File: config.mk
export PLATFORM = sky130hd
export DESIGN_NAME = rtl_bigreg_writer
export DESIGN_NICKNAME = d
export VERILOG_FILES = /design/src/rtl/rtl_bigreg_writer.sv
export SDC_FILE = /design/constraint.sdc
export NUM_CORES = 1
export LEC_CHECK = 0
export BUFFER_PORTS_ARGS = -buffer_cell sky130_fd_sc_hd__buf_2
export CORE_ASPECT_RATIO = 0.5
export CORE_MARGIN = 2
export CORE_UTILIZATION = 50
export CTS_BUF_LIST = sky130_fd_sc_hd__clkbuf_4 sky130_fd_sc_hd__clkbuf_8
export DETAILED_ROUTE_END_ITERATION = 10
export GPL_TIMING_DRIVEN = 0
export HOLD_SLACK_MARGIN = 0.1
export PLACE_DENSITY = 0.76
export SLEW_MARGIN = 10
export SYNTH_ARGS = -nofsm -noshare
export SYNTH_HDL_FRONTEND = slang
export SYNTH_SLANG_ARGS = --single-unit
File: constraint.sdc
create_clock -name clk -period 2.8 [get_ports clk]
set_clock_uncertainty 0.2 [all_clocks]
set_input_delay 0.84 -clock clk [delete_from_list [all_inputs] [get_ports clk]]
set_output_delay 0.84 -clock clk [all_outputs]
set_load 0.1 [all_outputs]
File: src/rtl/rtl_bigreg_writer.sv
// Publishes one wide value as consecutive mem-map words, bracketed by a
// valid entry that is cleared first and set last so the PS never reads a torn value.
module rtl_bigreg_writer #(
  parameter int DATA_WIDTH     = 32,
  parameter int MEM_DATA_WIDTH = 16,
  parameter int MEM_SIZE       = 256,
  parameter int BASE_ID        = 27,
  parameter int WAIT_FOR_ACK   = 1
) (
  input  logic                        clk,
  input  logic                        rst_n,
  input  logic [DATA_WIDTH-1:0]       data_in,
  input  logic                        data_in_valid,
  output logic                        data_in_ready,
  output logic [$clog2(MEM_SIZE)-1:0] wr_id,
  output logic [MEM_DATA_WIDTH-1:0]   wr_data,
  output logic                        wr_valid,
  input  logic                        wr_ready,
  input  logic                        ps_ack,
  output logic                        busy
);

  localparam int SAMPLES  = DATA_WIDTH / MEM_DATA_WIDTH;
  localparam int ID_W     = $clog2(MEM_SIZE);
  localparam int VALID_ID = BASE_ID + SAMPLES;
  localparam int CNT_W    = (SAMPLES > 1) ? $clog2(SAMPLES) : 1;

  localparam logic [ID_W-1:0]  BASE_IDX  = ID_W'(BASE_ID);
  localparam logic [ID_W-1:0]  VALID_IDX = ID_W'(VALID_ID);
  localparam logic [CNT_W-1:0] LAST_CNT  = CNT_W'(SAMPLES - 1);

  localparam logic [2:0] S_IDLE       = 3'd0;
  localparam logic [2:0] S_CLR_VALID  = 3'd1;
  localparam logic [2:0] S_WRITE_WORD = 3'd2;
  localparam logic [2:0] S_SET_VALID  = 3'd3;
  localparam logic [2:0] S_WAIT_ACK   = 3'd4;

  generate
    if ((SAMPLES < 1) || (DATA_WIDTH % MEM_DATA_WIDTH != 0)) begin : g_bad_width
      $error("rtl_bigreg_writer: DATA_WIDTH must be a non-zero multiple of MEM_DATA_WIDTH");
    end
    if (VALID_ID >= MEM_SIZE) begin : g_bad_id
      $error("rtl_bigreg_writer: BASE_ID + SAMPLES must be below MEM_SIZE");
    end
  endgenerate

  logic [2:0]                state_q, state_d;
  logic [CNT_W-1:0]          cnt_q, cnt_d;
  logic [DATA_WIDTH-1:0]     shadow_q, shadow_d;
  logic                      wr_valid_q, wr_valid_d;
  logic [ID_W-1:0]           wr_id_q, wr_id_d;
  logic [MEM_DATA_WIDTH-1:0] wr_data_q, wr_data_d;
  logic                      ready_en_q, ready_en_d;

  logic                      capture;
  logic                      wr_xfer;
  logic [CNT_W-1:0]          cnt_inc;
  logic [MEM_DATA_WIDTH-1:0] shadow_words [SAMPLES];

  // ready_en_q keeps data_in_ready low until the first edge after reset release
  assign data_in_ready = (state_q == S_IDLE) && ready_en_q;
  assign capture       = data_in_valid && data_in_ready;
  assign wr_xfer       = wr_valid_q && wr_ready;
  assign cnt_inc       = cnt_q + CNT_W'(1);

  assign wr_valid = wr_valid_q;
  assign wr_id    = wr_id_q;
  assign wr_data  = wr_data_q;
  assign busy     = (state_q != S_IDLE);

  always_comb begin
    for (int i = 0; i < SAMPLES; i++) begin
      shadow_words[i] = shadow_q[i*MEM_DATA_WIDTH +: MEM_DATA_WIDTH];
    end
  end

  // Outputs are registered, so each transition loads the next write request directly.
  always_comb begin
    state_d    = state_q;
    cnt_d      = cnt_q;
    shadow_d   = shadow_q;
    wr_valid_d = wr_valid_q;
    wr_id_d    = wr_id_q;
    wr_data_d  = wr_data_q;
    ready_en_d = 1'b1;

    case (state_q)
      S_IDLE: begin
        if (capture) begin
          shadow_d   = data_in;
          state_d    = S_CLR_VALID;
          wr_valid_d = 1'b1;
          wr_id_d    = VALID_IDX;
          wr_data_d  = '0;
        end
      end
      S_CLR_VALID: begin
        if (wr_xfer) begin
          state_d   = S_WRITE_WORD;
          cnt_d     = '0;
          wr_id_d   = BASE_IDX;
          wr_data_d = shadow_words[0];
        end
      end
      S_WRITE_WORD: begin
        if (wr_xfer) begin
          if (cnt_q == LAST_CNT) begin
            state_d   = S_SET_VALID;
            wr_id_d   = VALID_IDX;
            wr_data_d = MEM_DATA_WIDTH'(1);
          end else begin
            cnt_d     = cnt_inc;
            wr_id_d   = BASE_IDX + ID_W'(cnt_inc);
            wr_data_d = shadow_words[cnt_inc];
          end
        end
      end
      S_SET_VALID: begin
        if (wr_xfer) begin
          wr_valid_d = 1'b0;
          state_d    = (WAIT_FOR_ACK != 0) ? S_WAIT_ACK : S_IDLE;
        end
      end
      S_WAIT_ACK: begin
        if (ps_ack) begin
          state_d = S_IDLE;
        end
      end
      default: begin
        state_d    = S_IDLE;
        wr_valid_d = 1'b0;
      end
    endcase
  end

  always_ff @(posedge clk or negedge rst_n) begin
    if (!rst_n) begin
      state_q    <= S_IDLE;
      cnt_q      <= '0;
      shadow_q   <= '0;
      wr_valid_q <= 1'b0;
      wr_id_q    <= '0;
      wr_data_q  <= '0;
      ready_en_q <= 1'b0;
    end else begin
      state_q    <= state_d;
      cnt_q      <= cnt_d;
      shadow_q   <= shadow_d;
      wr_valid_q <= wr_valid_d;
      wr_id_q    <= wr_id_d;
      wr_data_q  <= wr_data_d;
      ready_en_q <= ready_en_d;
    end
  end

endmodule

# ---- After elaboration in Yosys (flattened, before gate mapping)
# Index checks and enable logic that the tools add are counted.
dict set report totals {
  reg_bits 62
  latchBits 0
  mem_bits_rw 0
  romBits 0
  in_bits 37
  output_inout_bits 27
  word_cells 61
  memories 0
}
dict set report classes {
  add_sub_neg 2
  n_mul 0
  n_div 0
  n_lt_le_gt_ge 1
  n_eq_ne 10
  shift 0
  muxes 26
  n_bitwise 2
  reduce_logical 13
}
# cell count
set ops {}
lappend ops {{$mux W16} 7}
lappend ops {{$pmux W16 S3} 1}
lappend ops {{$mux W8} 3}
lappend ops {{$pmux W8 S3} 1}
lappend ops {{$mux W3} 6}
lappend ops {{$pmux W3 S5} 1}
lappend ops {{$ne A2 B2 Y1 const B} 6}
lappend ops {{$add A5 B1 Y6 const A} 1}
lappend ops {{$eq A3 B2 Y1 const B} 2}
lappend ops {{$mux W6} 1}
lappend ops {{$reduce_and A3 Y1} 2}
lappend ops {{$reduce_and A6 Y1} 1}
lappend ops {{$reduce_bool A3 Y1} 2}
lappend ops {{$mux W1} 4}
lappend ops {{$reduce_and A4 Y1} 1}
lappend ops {{$eq A3 B1 Y1 const B} 1}
lappend ops {{$eq A3 B3 Y1 const B} 1}
lappend ops {{$logic_and A1 B1 Y1} 3}
lappend ops {{$logic_not A3 Y1} 1}
lappend ops {{$pmux W1 S3} 1}
lappend ops {{$reduce_or A3 Y1} 1}
lappend ops {{$ge A2 B2 Y1 const B} 1}
lappend ops {{$not A1 Y2} 1}
lappend ops {{$pmux W1 S2} 1}
lappend ops {{other kinds (4)} 4}

# ---- Depth between registers and ports, before layout
dict set report logic_depth {
  word_depth 8
  ltp_mapped 6
  mapped_depth_nobuf 3
}

# ---- Worst setup path before layout
# Ideal clock, no wire load.
dict set report synth_path {
  path_type {reg2reg}
  start {reg wr_valid_q, in the netlist wr_valid}
  end {reg wr_data_q[10], in the netlist wr_data[10]}
  setup_time_ns 0.125
  t_arrival_ns 2.446
  t_required_ns 2.475
  slack_ns 0.028
  path_stages_with_launch 6
  n_path_buf 2
  period_less_slack_ns 2.772
  cell_sequence {dfrtp_1 -> buf_2 -> nand3b_4 -> a2111oi_4 -> buf_6 -> mux2_2}
}
dict set report synth_via {
  elab_chain_len 3
  elab_cells_between_ends 4
  cone_classes {eq/ne: 2; reduce/logical: 2}
}
# item line_no
set synth_lines {}
lappend synth_lines {{start: declaration} 50} ;# logic wr_valid_q, wr_valid_d;
lappend synth_lines {{start signal: assignment} 149} ;# wr_valid_q <= wr_valid_d;
lappend synth_lines {{$logic_and A1 B1 Y1 *} 63} ;# assign wr_xfer = wr_valid_q && wr_ready;
lappend synth_lines {{$ne A2 B2 Y1 (no line)} n/a}
lappend synth_lines {{$reduce_and A4 Y1 (no line) *} n/a}
lappend synth_lines {{end signal: assignment} 151} ;# wr_data_q <= wr_data_d;
lappend synth_lines {{end: declaration} 52} ;# logic [MEM_DATA_WIDTH-1:0] wr_data_q, wr_data_d;
# Every way passes the cells marked *; elsewhere a longest branch is shown, timed or not.
# A chain may end at the register's enable or synchronous reset.

# ---- Final worst setup path
dict set report layout_path {
  start {reg state_q[2]}
  end {out data_in_ready}
}
dict set report layout_via {
  elab_chain_len 2
}
# item line_no
set layout_lines {}
lappend layout_lines {{start: declaration} 47} ;# logic [2:0] state_q, state_d;
lappend layout_lines {{start signal: assignment} 146} ;# state_q <= state_d;
lappend layout_lines {{$logic_not A3 Y1} 61} ;# assign data_in_ready = (state_q == S_IDLE) && ready_en_q;
lappend layout_lines {{$logic_and A1 B1 Y1} 61}
lappend layout_lines {{end: declaration} 14} ;# output logic data_in_ready,
# Every way passes these cells.

==> flow_summary_export.csv <==
group,metric,value,unit
clocking,holdBufCountCts,0,
finish,design_area,3130,µm²
global_route,grt_usage,18.9,%
logic_synthesis,synthFlopType,"dfrtp_1",
clocking,htreeDepth,3,
die,start_util,51.7,%
setup_path,arrival,1.64,ns
setup_path,worstPathRequired,1.76,ns
sta,fin_tns_setup,0,ns
logic_synthesis,synthCells,181,
sta,period_share,95.7,%
clocking,cts_buffer_depth,2,
routing,drtAntennaViolNets,0,
routing,vias_per_cell,5.10,
logic_synthesis,yosysWarningCount,0,
sta,period_minus_slack,2.68,ns
global_route,grt_pass1_wl,7.89,mm
finish,nFillCells,411,
die,rows,18,
finish,utilization,64.1,%
clocking,cts_made_buffers,9,
setup_path,critPathLaunchType,"register",
routing,drc,0,
place,dpl.hpwl,3.44,mm
place,place_ws,0.0188,ns
logic_synthesis,synth_cell_types,37,
sta,slew_violations,0,
sta,fmax,373,MHz
routing,wl_per_cell,15.1,µm
setup_path,crit_chain,"clkbuf_1 > nor3_1 > and2_1 > buf_4",
logic_synthesis,synth_seq_area_share,57.5,%
sta,hold_violations,0,
run,cap_viol_max_count,0,
hold_path,worstHoldPathType,"register to register",
die,die_y,54.3,µm
die,core-area,4890,µm²
routing,wirelength,4.98,mm
logic_synthesis,syn_area,2520,µm²
routing,vias,1678,
place,placed_area,2920,µm²
setup_path,crit_path_end_kind,"output port",
global_route,grt_overflow,0,
finish,nets,291,
die,fp.dieW,104,µm
clocking,clkTransAtPathRegs,0.06,ns
setup_path,cp_max_fo,8,
setup_path,critPathKind,"register to output port",
setup_path,cpPeakStageDelay,0.36,ns
global_route,antenna_found_initial,0,
global_route,grt_pass1_vias,1660,
clocking,clkSinkCount,58,
global_route,grt_max_degree,59,
clocking,cts_tree,"yes",
clocking,postCtsSetupRepairBufs,0,
routing,dr.pass1.iters,4,
sta,worst_pin_slew,0.721,ns
finish,area_growth,24.1,%
finish,diodes,0,
place,gp_congestion,0.836,
logic_synthesis,async_flop_share,100,%
logic_synthesis,ys_seq_elements,58,
sta,rsz0062_at_grt,"false",
setup_path,cpMaxStageDelayCell,"dfrtp_1",
die,die-area,5670,µm²
logic_synthesis,synth-edff-count,0,
die,pin_count,64,
sta,relSlewSlack,52.0,%
sta,setup-violations-final,0,
logic_synthesis,syn_area_per_cell,13.9,µm²
clocking,root_buffer,"clkbuf_8",
routing,drt_iter0_drc,61,
clocking,worstSkewPairLatency,0.34,ns
status,status,"finished, final reports clean",
place,port_buffers,60,
finish,layout-drive-gt1-share,52.9,%
sta,setup_slack,0.121,ns
## layout by cell type, fill, tap and decap left out, types with 2 or more instances in the layout
| cell | n |
|---|---|
| buf_4 | 6 |
| clkbuf_4 | 3 |
| dfrtp_1 | 58 |
| a2bb2oi_1 | 2 |
| nand3_1 | 3 |
| buf_1 | 3 |
| nand2_1 | 2 |
| a211oi_1 | 2 |
| mux2_2 | 48 |
| o21ai_0 | 2 |
| nand3b_1 | 2 |
| clkbuf_1 | 5 |
| buf_2 | 62 |
| o2bb2ai_1 | 2 |
| conb_1 | 4 |
| a22o_1 | 16 |
| clkbuf_8 | 11 |
| nor2_1 | 2 |
| inv_1 | 4 |
## flip-flops by register name, summed over array words and instances (netlist names)
name        flops
shadow_q       32
state_q         3
wr_id           4
wr_data        16
ready_en_q      1
cnt_q           1
wr_valid        1
## routing by layer
| layer | vias to the layer above | part of all wire (%) | wire length (µm) | track usage [%] |
|---|---|---|---|---|
| met5 | - | 0 | 0 | 0 |
| met1 | 833 | 45 | 2230 | 22.0 |
| met4 | 0 | 0.96 | 48 | 5.18 |
| met2 | 44 | 49 | 2430 | 32.9 |
| li1 | 795 | - | - | - |
| met3 | 6 | 5.5 | 272 | 8.45 |
## worst max-delay path: cells and delay by family (launching register included)
family	cells	cell delay, ns
buffers and inverters	2	0.48
DFF	1	0.36
and+or+nand+nor	2	0.46
## logic make-up (layout without fill, tap and decap cells)
kind of cell    Yosys count  in the layout  synth area share [%]
flops                    58             58                  57.5
buf+inv                  21             97                  4.21
mux                      48             48                  21.4
simple gates             18             18                  4.86
xor+xnor                  1              1                 0.347
compound gates           33             33                  11.4
other cells               2              4                 0.297
## Yosys cell counts (all sizes together) (2+ instances only)
cell	instances	share of area, %
inv	4	0.59
nand3	3	0.59
o21ai	2	0.40
conb	2	0.30
nor2	2	0.30
a22o	16	5.5
mux2	48	21
dfrtp	58	57
clkbuf	5	0.74
a2bb2oi	2	0.69
nand2	2	0.30
buf	12	2.9
a211oi	2	0.59
o2bb2ai	2	0.69
nand3b	3	1.4
## through the flow
step           hold slack (ns)  cells
3_3_place_gp             0.276    313
2_1_floorplan            0.280    183
6_report                 0.298    329
4_1_cts                  0.300    329
3_5_place_dp             0.283    313
5_1_grt                  0.317    329
## final timing paths
path,from,endpoint,slack [ns],cells after the start
setup / recovery,state_q[2],data_in_ready,0.12,4
hold / removal,wr_id[3],wr_id[3],0.30,1
setup reg to reg,state_q[0],wr_data[13],0.48,5
hold reg to reg,wr_id[3],wr_id[3],0.30,1
max in group asynchronous,rst_n,ready_en_q,1.57,1
min in group asynchronous,rst_n,state_q[0],0.36,1
## final cells by class
class | count | area, µm² | area share (%)
clock buffers | 14 | 174 | 5.55
well taps | 70 | 87.6 | 2.79
plain buffers | 17 | 91.3 | 2.91
flip-flops and latches | 58 | 1450 | 46.3
inverters | 4 | 15.0 | 0.479
multi-input cells | 104 | 975 | 31.1
clock inverters | 2 | 35.0 | 1.12
repair buffers | 60 | 305 | 9.74
## timing repair
action | in CTS | in global routing
endpoints found under the hold margin | 0 | 0
endpoints found under the setup margin | 1 | 0
gates resized for setup | 1 | 0
Power is left out: the tool's default activity adds up to more than one toggle a clock period on the data nets, which glitch-free logic cannot reach.
